[src/rtl/grid_pixel_renderer.sv]
// rtl/grid_pixel_renderer.sv - board/grid/cursor pixel compositor with counter-based cell tracking
//
// Ports:
//   clk_in        pixel clock
//   rst_n         asynchronous active-low reset
//   enable        visible-area flag, aligned with current_row/current_line
//   current_row   pixel x (raster order, one per clock)
//   current_line  pixel y
//   mouse_pos_x/y cursor position
//   cell_addr     registered cell index (row*COLS+col) to the status RAM
//   mask_addr     registered in-cell offset (off_y*CELL_W+off_x) to the mask ROM
//   cell_status   status of the cell addressed MEM_LAT cycles earlier
//   mask_bits     {ship, circle, cross} mask bits, same latency as cell_status
//   color_out     registered RGB444 pixel, MEM_LAT+2 cycles after its coordinates
//   hover_valid   mouse is inside the grid and the hover cell is up to date

module grid_pixel_renderer #(
    parameter int COLS        = 8,
    parameter int ROWS        = 8,
    parameter int CELL_W      = 80,
    parameter int CELL_H      = 60,
    parameter int LINE_W      = 2,
    parameter int CURSOR_HALF = 5,
    parameter int MEM_LAT     = 1,
    localparam int CELL_AW    = $clog2(COLS * ROWS),
    localparam int MASK_AW    = $clog2(CELL_W * CELL_H)
) (
    input  logic               clk_in,
    input  logic               rst_n,
    input  logic               enable,
    input  logic [9:0]         current_row,
    input  logic [9:0]         current_line,
    input  logic [9:0]         mouse_pos_x,
    input  logic [9:0]         mouse_pos_y,
    output logic [CELL_AW-1:0] cell_addr,
    output logic [MASK_AW-1:0] mask_addr,
    input  logic [3:0]         cell_status,
    input  logic [2:0]         mask_bits,
    output logic [11:0]        color_out,
    output logic               hover_valid
);

    localparam int OX_W  = $clog2(CELL_W);
    localparam int OY_W  = $clog2(CELL_H);
    localparam int COL_W = $clog2(COLS + 1);
    localparam int ROW_W = $clog2(ROWS + 1);
    localparam int HC_W  = 10;
    localparam int NF    = 5;

    localparam logic [11:0] C_BLACK  = 12'h000;
    localparam logic [11:0] C_WHITE  = 12'hFFF;
    localparam logic [11:0] C_LINE   = 12'h00F;
    localparam logic [11:0] C_EMPTY  = 12'h0F0;
    localparam logic [11:0] C_HIT    = 12'hF00;
    localparam logic [11:0] C_MARK   = 12'hE91;
    localparam logic [11:0] C_OFF    = 12'h555;
    localparam logic [11:0] C_HOVER  = 12'h777;

    localparam logic signed [10:0] CUR_H = 11'(CURSOR_HALF);

    // ---------------- raster position counters ----------------
    logic [OX_W-1:0]  off_x_q, off_x_d;
    logic [COL_W-1:0] col_q, col_d;
    logic [OY_W-1:0]  off_y_q, off_y_d;
    logic [ROW_W-1:0] row_q, row_d;
    logic [9:0]       prev_line_q;
    logic             line_chg;

    assign line_chg = (current_line != prev_line_q);

    // The *_d values describe the pixel currently on the inputs; they are
    // used directly for addresses and flags so the address lands at t+1.
    always_comb begin
        off_x_d = off_x_q;
        col_d   = col_q;
        if (current_row == '0) begin
            off_x_d = '0;
            col_d   = '0;
        end else if (off_x_q == OX_W'(CELL_W - 1)) begin
            off_x_d = '0;
            if (col_q != COL_W'(COLS))
                col_d = col_q + COL_W'(1);
        end else begin
            off_x_d = off_x_q + OX_W'(1);
        end
    end

    always_comb begin
        off_y_d = off_y_q;
        row_d   = row_q;
        if (line_chg) begin
            if (current_line == '0) begin
                off_y_d = '0;
                row_d   = '0;
            end else if (off_y_q == OY_W'(CELL_H - 1)) begin
                off_y_d = '0;
                if (row_q != ROW_W'(ROWS))
                    row_d = row_q + ROW_W'(1);
            end else begin
                off_y_d = off_y_q + OY_W'(1);
            end
        end
    end

    // ---------------- per-pixel overlay flags ----------------
    logic outside_d, grid_d, cursor_d, hover_d;
    logic grid_v, grid_h;
    logic signed [10:0] dx, dy;
    logic [HC_W-1:0] hov_col_q, hov_row_q;

    assign outside_d = (col_d == COL_W'(COLS)) || (row_d == ROW_W'(ROWS));

    // Only internal boundaries get a line; the outer frame stays cell content.
    assign grid_v = ((off_x_d >= OX_W'(CELL_W - LINE_W)) && (col_d < COL_W'(COLS - 1))) ||
                    ((off_x_d < OX_W'(LINE_W)) && (col_d != '0));
    assign grid_h = ((off_y_d >= OY_W'(CELL_H - LINE_W)) && (row_d < ROW_W'(ROWS - 1))) ||
                    ((off_y_d < OY_W'(LINE_W)) && (row_d != '0));
    assign grid_d = grid_v || grid_h;

    // Signed 11-bit difference so a cursor near 0 never wraps to the far edge.
    assign dx = $signed({1'b0, current_row})  - $signed({1'b0, mouse_pos_x});
    assign dy = $signed({1'b0, current_line}) - $signed({1'b0, mouse_pos_y});
    assign cursor_d = (dx <= CUR_H) && (dx >= -CUR_H) && (dy <= CUR_H) && (dy >= -CUR_H);

    assign hover_d = hover_valid && (HC_W'(col_d) == hov_col_q) && (HC_W'(row_d) == hov_row_q);

    // Stage 0 is aligned with cell_addr; stage MEM_LAT with cell_status.
    logic [NF-1:0] flag_pipe [0:MEM_LAT];

    always_ff @(posedge clk_in or negedge rst_n) begin
        if (!rst_n) begin
            off_x_q     <= '0;
            col_q       <= '0;
            off_y_q     <= '0;
            row_q       <= '0;
            prev_line_q <= '0;
            cell_addr   <= '0;
            mask_addr   <= '0;
            for (int i = 0; i <= MEM_LAT; i++)
                flag_pipe[i] <= '0;
        end else begin
            off_x_q     <= off_x_d;
            col_q       <= col_d;
            off_y_q     <= off_y_d;
            row_q       <= row_d;
            prev_line_q <= current_line;
            cell_addr   <= CELL_AW'(int'(row_d) * COLS + int'(col_d));
            mask_addr   <= MASK_AW'(int'(off_y_d) * CELL_W + int'(off_x_d));
            flag_pipe[0] <= {enable, outside_d, grid_d, cursor_d, hover_d};
            for (int i = 1; i <= MEM_LAT; i++)
                flag_pipe[i] <= flag_pipe[i-1];
        end
    end

    // ---------------- pixel composition ----------------
    logic f_en, f_out, f_grid, f_cur, f_hov;
    logic [11:0] pix_d;

    assign {f_en, f_out, f_grid, f_cur, f_hov} = flag_pipe[MEM_LAT];

    always_comb begin
        pix_d = C_BLACK;
        if (!f_en)
            pix_d = C_BLACK;
        else if (f_cur)
            pix_d = C_WHITE;
        else if (f_out)
            pix_d = C_BLACK;
        else if (f_grid)
            pix_d = C_LINE;
        else if (cell_status == 4'd0)
            pix_d = C_EMPTY;
        else if (|(cell_status[2:0] & mask_bits))
            pix_d = cell_status[3] ? C_HIT : C_MARK;
        else
            pix_d = f_hov ? C_HOVER : C_OFF;
    end

    always_ff @(posedge clk_in or negedge rst_n) begin
        if (!rst_n)
            color_out <= C_BLACK;
        else
            color_out <= pix_d;
    end

    // ---------------- hover cell FSM ----------------
    typedef enum logic [1:0] {IDLE, DIV_X, DIV_Y, DONE} hstate_t;

    hstate_t         state_q, state_d;
    logic [9:0]      mx_q, my_q, rem_q;
    logic [HC_W-1:0] hcol_q, hrow_q;
    logic            mouse_chg;
    logic            ld_mouse, sub_x, to_y, sub_y, commit;

    assign mouse_chg = (mouse_pos_x != mx_q) || (mouse_pos_y != my_q);

    always_ff @(posedge clk_in or negedge rst_n) begin
        if (!rst_n)
            state_q <= IDLE;
        else
            state_q <= state_d;
    end

    // A mouse change in any state restarts the division with fresh values.
    always_comb begin
        state_d = state_q;
        if (mouse_chg) begin
            state_d = DIV_X;
        end else begin
            case (state_q)
                IDLE:    state_d = IDLE;
                DIV_X:   if (rem_q < 10'(CELL_W)) state_d = DIV_Y;
                DIV_Y:   if (rem_q < 10'(CELL_H)) state_d = DONE;
                DONE:    state_d = IDLE;
                default: state_d = IDLE;
            endcase
        end
    end

    always_comb begin
        ld_mouse = mouse_chg;
        sub_x    = !mouse_chg && (state_q == DIV_X) && (rem_q >= 10'(CELL_W));
        to_y     = !mouse_chg && (state_q == DIV_X) && (rem_q <  10'(CELL_W));
        sub_y    = !mouse_chg && (state_q == DIV_Y) && (rem_q >= 10'(CELL_H));
        commit   = !mouse_chg && (state_q == DONE);
    end

    always_ff @(posedge clk_in or negedge rst_n) begin
        if (!rst_n) begin
            mx_q        <= '0;
            my_q        <= '0;
            rem_q       <= '0;
            hcol_q      <= '0;
            hrow_q      <= '0;
            hov_col_q   <= '0;
            hov_row_q   <= '0;
            hover_valid <= 1'b0;
        end else begin
            if (ld_mouse) begin
                mx_q        <= mouse_pos_x;
                my_q        <= mouse_pos_y;
                rem_q       <= mouse_pos_x;
                hcol_q      <= '0;
                hrow_q      <= '0;
                hover_valid <= 1'b0;
            end else if (sub_x) begin
                rem_q  <= rem_q - 10'(CELL_W);
                hcol_q <= hcol_q + HC_W'(1);
            end else if (to_y) begin
                rem_q <= my_q;
            end else if (sub_y) begin
                rem_q  <= rem_q - 10'(CELL_H);
                hrow_q <= hrow_q + HC_W'(1);
            end else if (commit) begin
                hover_valid <= (hcol_q < HC_W'(COLS)) && (hrow_q < HC_W'(ROWS));
                hov_col_q   <= hcol_q;
                hov_row_q   <= hrow_q;
            end
        end
    end

endmodule

[config.mk]
export PLATFORM = sky130hd
export DESIGN_NAME = grid_pixel_renderer
export DESIGN_NICKNAME = d
export VERILOG_FILES = /design/src/rtl/grid_pixel_renderer.sv
export SDC_FILE = /design/constraint.sdc
export NUM_CORES = 1
export LEC_CHECK = 0
export ABC_CLOCK_PERIOD_IN_PS = 3950
export BUFFER_PORTS_ARGS = -buffer_cell sky130_fd_sc_hd__buf_2
export CAP_MARGIN = 15
export CORE_ASPECT_RATIO = 0.9
export CORE_UTILIZATION = 62
export CTS_BUF_LIST = sky130_fd_sc_hd__clkbuf_2 sky130_fd_sc_hd__clkbuf_4 sky130_fd_sc_hd__clkbuf_8
export CTS_CLUSTER_SIZE = 28
export DETAILED_ROUTE_END_ITERATION = 8
export PLACE_DENSITY = 0.83
export SLEW_MARGIN = 40
export SYNTH_ARGS = -nofsm -noshare
export SYNTH_HDL_FRONTEND = slang
export SYNTH_SLANG_ARGS = --single-unit
[constraint.sdc]
create_clock -name clk_in -period 3.95 [get_ports clk_in]
set_input_delay 0.5925 -clock clk_in [delete_from_list [all_inputs] [get_ports clk_in]]
set_output_delay 0.5925 -clock clk_in [all_outputs]
set_load 0.02 [all_outputs]
==> run metrics <==
die area=0.0135 mm²; crit path cell chain=ha_1 -> and4b_1 -> nand2_1 -> nand3_1 -> a21boi_0 -> or2_2 -> ha_1 -> ha_1 -> inv_1 -> fa_1 -> inv_1 -> a21oi_1 -> nand2_1 -> mux2_2 -> or3_1 -> nand3_1 -> xnor2_1; kind of critical path=reg2reg; crit path buf inv count=2; final hold vios=0; Mapped Area=0.00810 mm²; max cap viols=0; initial antenna violation count=0; routed vias=6314; power share of the clock group=22.9%; Top Ports=82; site row count=39; Initial Util=63.6%; clk sinks=138; core region area=0.0127 mm²; DR iter-0 viols=430; combinational share of power=41.3%; Worst Tran Pin Value=0.768 ns; Area Growth Syn to Fin=12.1%; Via density=5.87; TritonCTS clock tree=built; Slew HR=48.4%; CTS buffer count=17; reg2reg start=off_y_q[1]$_DFF_PN0_; antenna-violating nets left=0; period utilization=93.8%; Main synth FF type=dfrtp_1; Setup Fix Bufs, Post-CTS=0; post-route cell area=0.00907 mm²; clock buffer depth=2; path depth of the worst reg2reg path=17; P_int=3.15 mW; Worst R2R Setup Slack=0.24 ns; DRC violations left=0; post-synthesis mux area share=4.08%; crit-path leading delay family=simple AND/OR/NAND/NOR gates; Die H=110 µm; compound-gate portion of the synthesized area=12.7%; grt ovf=0; Syn Nets=929; Static Leak=4.30 nW; fin nets=1002; sequential area share after synthesis=42.6%; Final Critical Period=3.71 ns; CTS HTree Levels=4; global-route wire length before repair=29.0 mm; placed cell area=0.00866 mm²; Synth Register Bits=138; Syn Inst Count=826; ys async rst share=100%; Psw=1.95 mW; DR WL/cell=16.3 µm; Ys Warns=0; GRT Total Usage=27.8%; clock slew at the register clock pins of the worst setup and hold paths=0.08 ns; vias in the first global route=6079; share of power burned in registers=35.7%; DR pass1 iterations=5; CP Max Fanout=6; worst hold path type=in2async; Mean Syn Cell Area=9.80 µm²; Post-Route WL=17.5 mm; Synth cell types=69; Setup-failing EPs final=0; GPL Wtd Cong=0.934; largest family of logic cells by synthesized area=simple AND/OR/NAND/NOR gates; status=finished clean; I/O Buffers=81; max incr delay on CP=0.42 ns; xor/xnor share of the synthesized area=9.41%; Pwr Total=5.10 mW; Critical Path Start=off_y_q[1]$_DFF_PN0_; share of cells above drive strength 1=18.6%; crit path to=mask_addr[11]$_DFF_PN0_; worst path required time=4.34 ns; # diodes=0; max-slew violations=0; skew final=0.0149 ns; highest-delay cell along the critical path=dfrtp_1; Peak VDD IR=0.360 mV; power density over cell area=562 mW/mm²; Achievable Freq=270 MHz; WP depth=17; Arr. time, crit path=4.10 ns; unrepaired setup endpoints after global routing=false; Most Frequent Cell on Critical Path=ha_1; Root Driver=clkbuf_8; clk_lat worst skew=0.47 ns; Detail Placement HPWL=13.1 mm; pin count of the biggest net entering global routing=99; die width=122 µm; Sw Ratio=38.3%; CP endpoint kind=flop; Post-Synth Adder-Cell Area=8.56%; Synth Area in Simple Gates=17.7%; EDFF count, synth=0; Critical R2R Capture=mask_addr[11]$_DFF_PN0_; crit start category=flop
==> layer usage <==
| metal | GRT usage (%) | part of all wire, % |
|---|---|---|
| met1 | 37.6 | 45 |
| met2 | 43.1 | 47 |
| met3 | 7.23 | 5.7 |
| met4 | 9.92 | 2.1 |
| met5 | 0 | 0 |
==> stage by stage <==
| step | cells | util [%] | setup slack [ns] | hold WS (ns) | setup TNS (ns) |
|---|---|---|---|---|---|
| floorplan | 826 | - | 0.142 | 0.297 | 0 |
| global placement | 1044 | 68.0 | 0.0621 | 0.335 | 0 |
| detailed placement | 1044 | 68.0 | -0.124 | 0.336 | -0.146 |
| CTS | 1076 | 71.2 | 0.239 | 0.153 | 0 |
| global route | 1076 | 71.2 | 0.0437 | 0.185 | 0 |
| finish | 1076 | 71.2 | 0.244 | 0.141 | 0 |
==> worst register-to-register path: cells and delay by family, from the launching register on <==
family | cells | cell delay [ns]
xor gates and xnor gates | 1 | 0.11
buffers and inverters | 2 | 0.12
adders and majority gates | 4 | 1.00
AOI/OAI and AO/OA | 2 | 0.31
DFF | 1 | 0.42
and+or+nand+nor | 7 | 1.39
muxes | 1 | 0.28
==> timing repair <==
action	CTS	global route
hold endpoints to repair	0	0
hold buffers	0	0
endpoints found under the setup margin	0	2
resized for setup	0	2
==> power by group through the flow <==
stage	combinational, mW	clock, mW	sequential (mW)
3_5_place_dp	2.07	0	1.85
5_1_grt	2.33	1.26	1.85
3_3_place_gp	2.00	0	1.85
2_1_floorplan	1.42	0	1.89
4_1_cts	2.09	1.19	1.82
6_report	2.11	1.17	1.82
==> final cells by class <==
cell class              instances  area, µm²
fillers                       966       3660
clock inverters                12        138
clock buffers                  20        263
well taps                     164        205
multi-input cells             591       4260
inverters                      49        184
repair buffers                102        573
flip-flops and latches        138       3450
==> flip-flops by register name (all words and copies together) (netlist names), 9 cells and up <==
| register | flops |
|---|---|
| my_q | 10 |
| hrow_q | 10 |
| rem_q | 10 |
| mx_q | 10 |
| color_out | 12 |
| hcol_q | 10 |
| prev_line_q | 10 |
| hov_col_q | 10 |
| hov_row_q | 10 |
| mask_addr | 9 |
==> layout by cell type (no fill, tap or decap), types with 5 or more instances in the layout <==
cell type  Yosys  routed
dfrtp_1      138     138
buf_2          5      80
nor2_1        62      62
xor2_1        51      51
inv_1         49      49
ha_1          49      49
nand2_1       46      46
xnor2_1       36      36
o21ai_0       31      31
nand3_1       30      30
a21oi_1       29      29
mux2_2        24      24
nor3_1        21      21
buf_4          7      21
clkbuf_8       0      18
nor4_1        17      17
nand4_1       14      14
nor2b_1       14      14
and3_1        12      12
o31ai_1       11      11
a211oi_1      11      11
or4_1         10      10
nand2b_1       8       8
a21o_1         7       7
o21a_1         7       7
a31oi_1        6       6
o211ai_1       6       6
mux2i_1        6       6
o2111ai_1      6       6
or3_1          6       5
==> worst min path at each step <==
stage,start,endpoint
4_1_cts,rst_n,off_x_q[4]$_DFF_PN0_
2_1_floorplan,rst_n,cell_addr[3]$_DFF_PN0_
3_3_place_gp,flag_pipe[7]$_DFF_PN0_,f_grid$_DFF_PN0_
3_5_place_dp,flag_pipe[6]$_DFF_PN0_,f_cur$_DFF_PN0_
5_1_grt,rst_n,color_out[11]$_DFF_PN0_
6_report,rst_n,off_x_q[4]$_DFF_PN0_
==> cells by family (layout without fill, tap and decap cells) <==
logic type                 after synthesis  count (layout)
AOI/OAI and AO/OA                      152             152
xor gates and xnor gates                87              87
adders and majority gates               53              53
buffers and inverters                   97             183
DFF                                    138             138
muxes                                   30              30
and+or+nand+nor                        269             269
==> synth_stat cells (all sizes together) (10+ instances only) <==
library cell | instances | area, µm²
dfrtp | 138 | 3450
nor2 | 63 | 239
xor2 | 51 | 447
ha | 49 | 613
inv | 49 | 184
nand2 | 46 | 173
xnor2 | 36 | 315
clkbuf | 35 | 131
o21ai | 33 | 165
a21oi | 31 | 163
nand3 | 30 | 150
mux2 | 24 | 270
nor3 | 21 | 105
nor4 | 18 | 128
nor2b | 15 | 101
nand4 | 14 | 87.6
buf | 13 | 81.3
and3 | 12 | 75.1
a211oi | 11 | 82.6
o31ai | 11 | 82.6
or4 | 10 | 75.1
(Power assumes the default switching activity.)
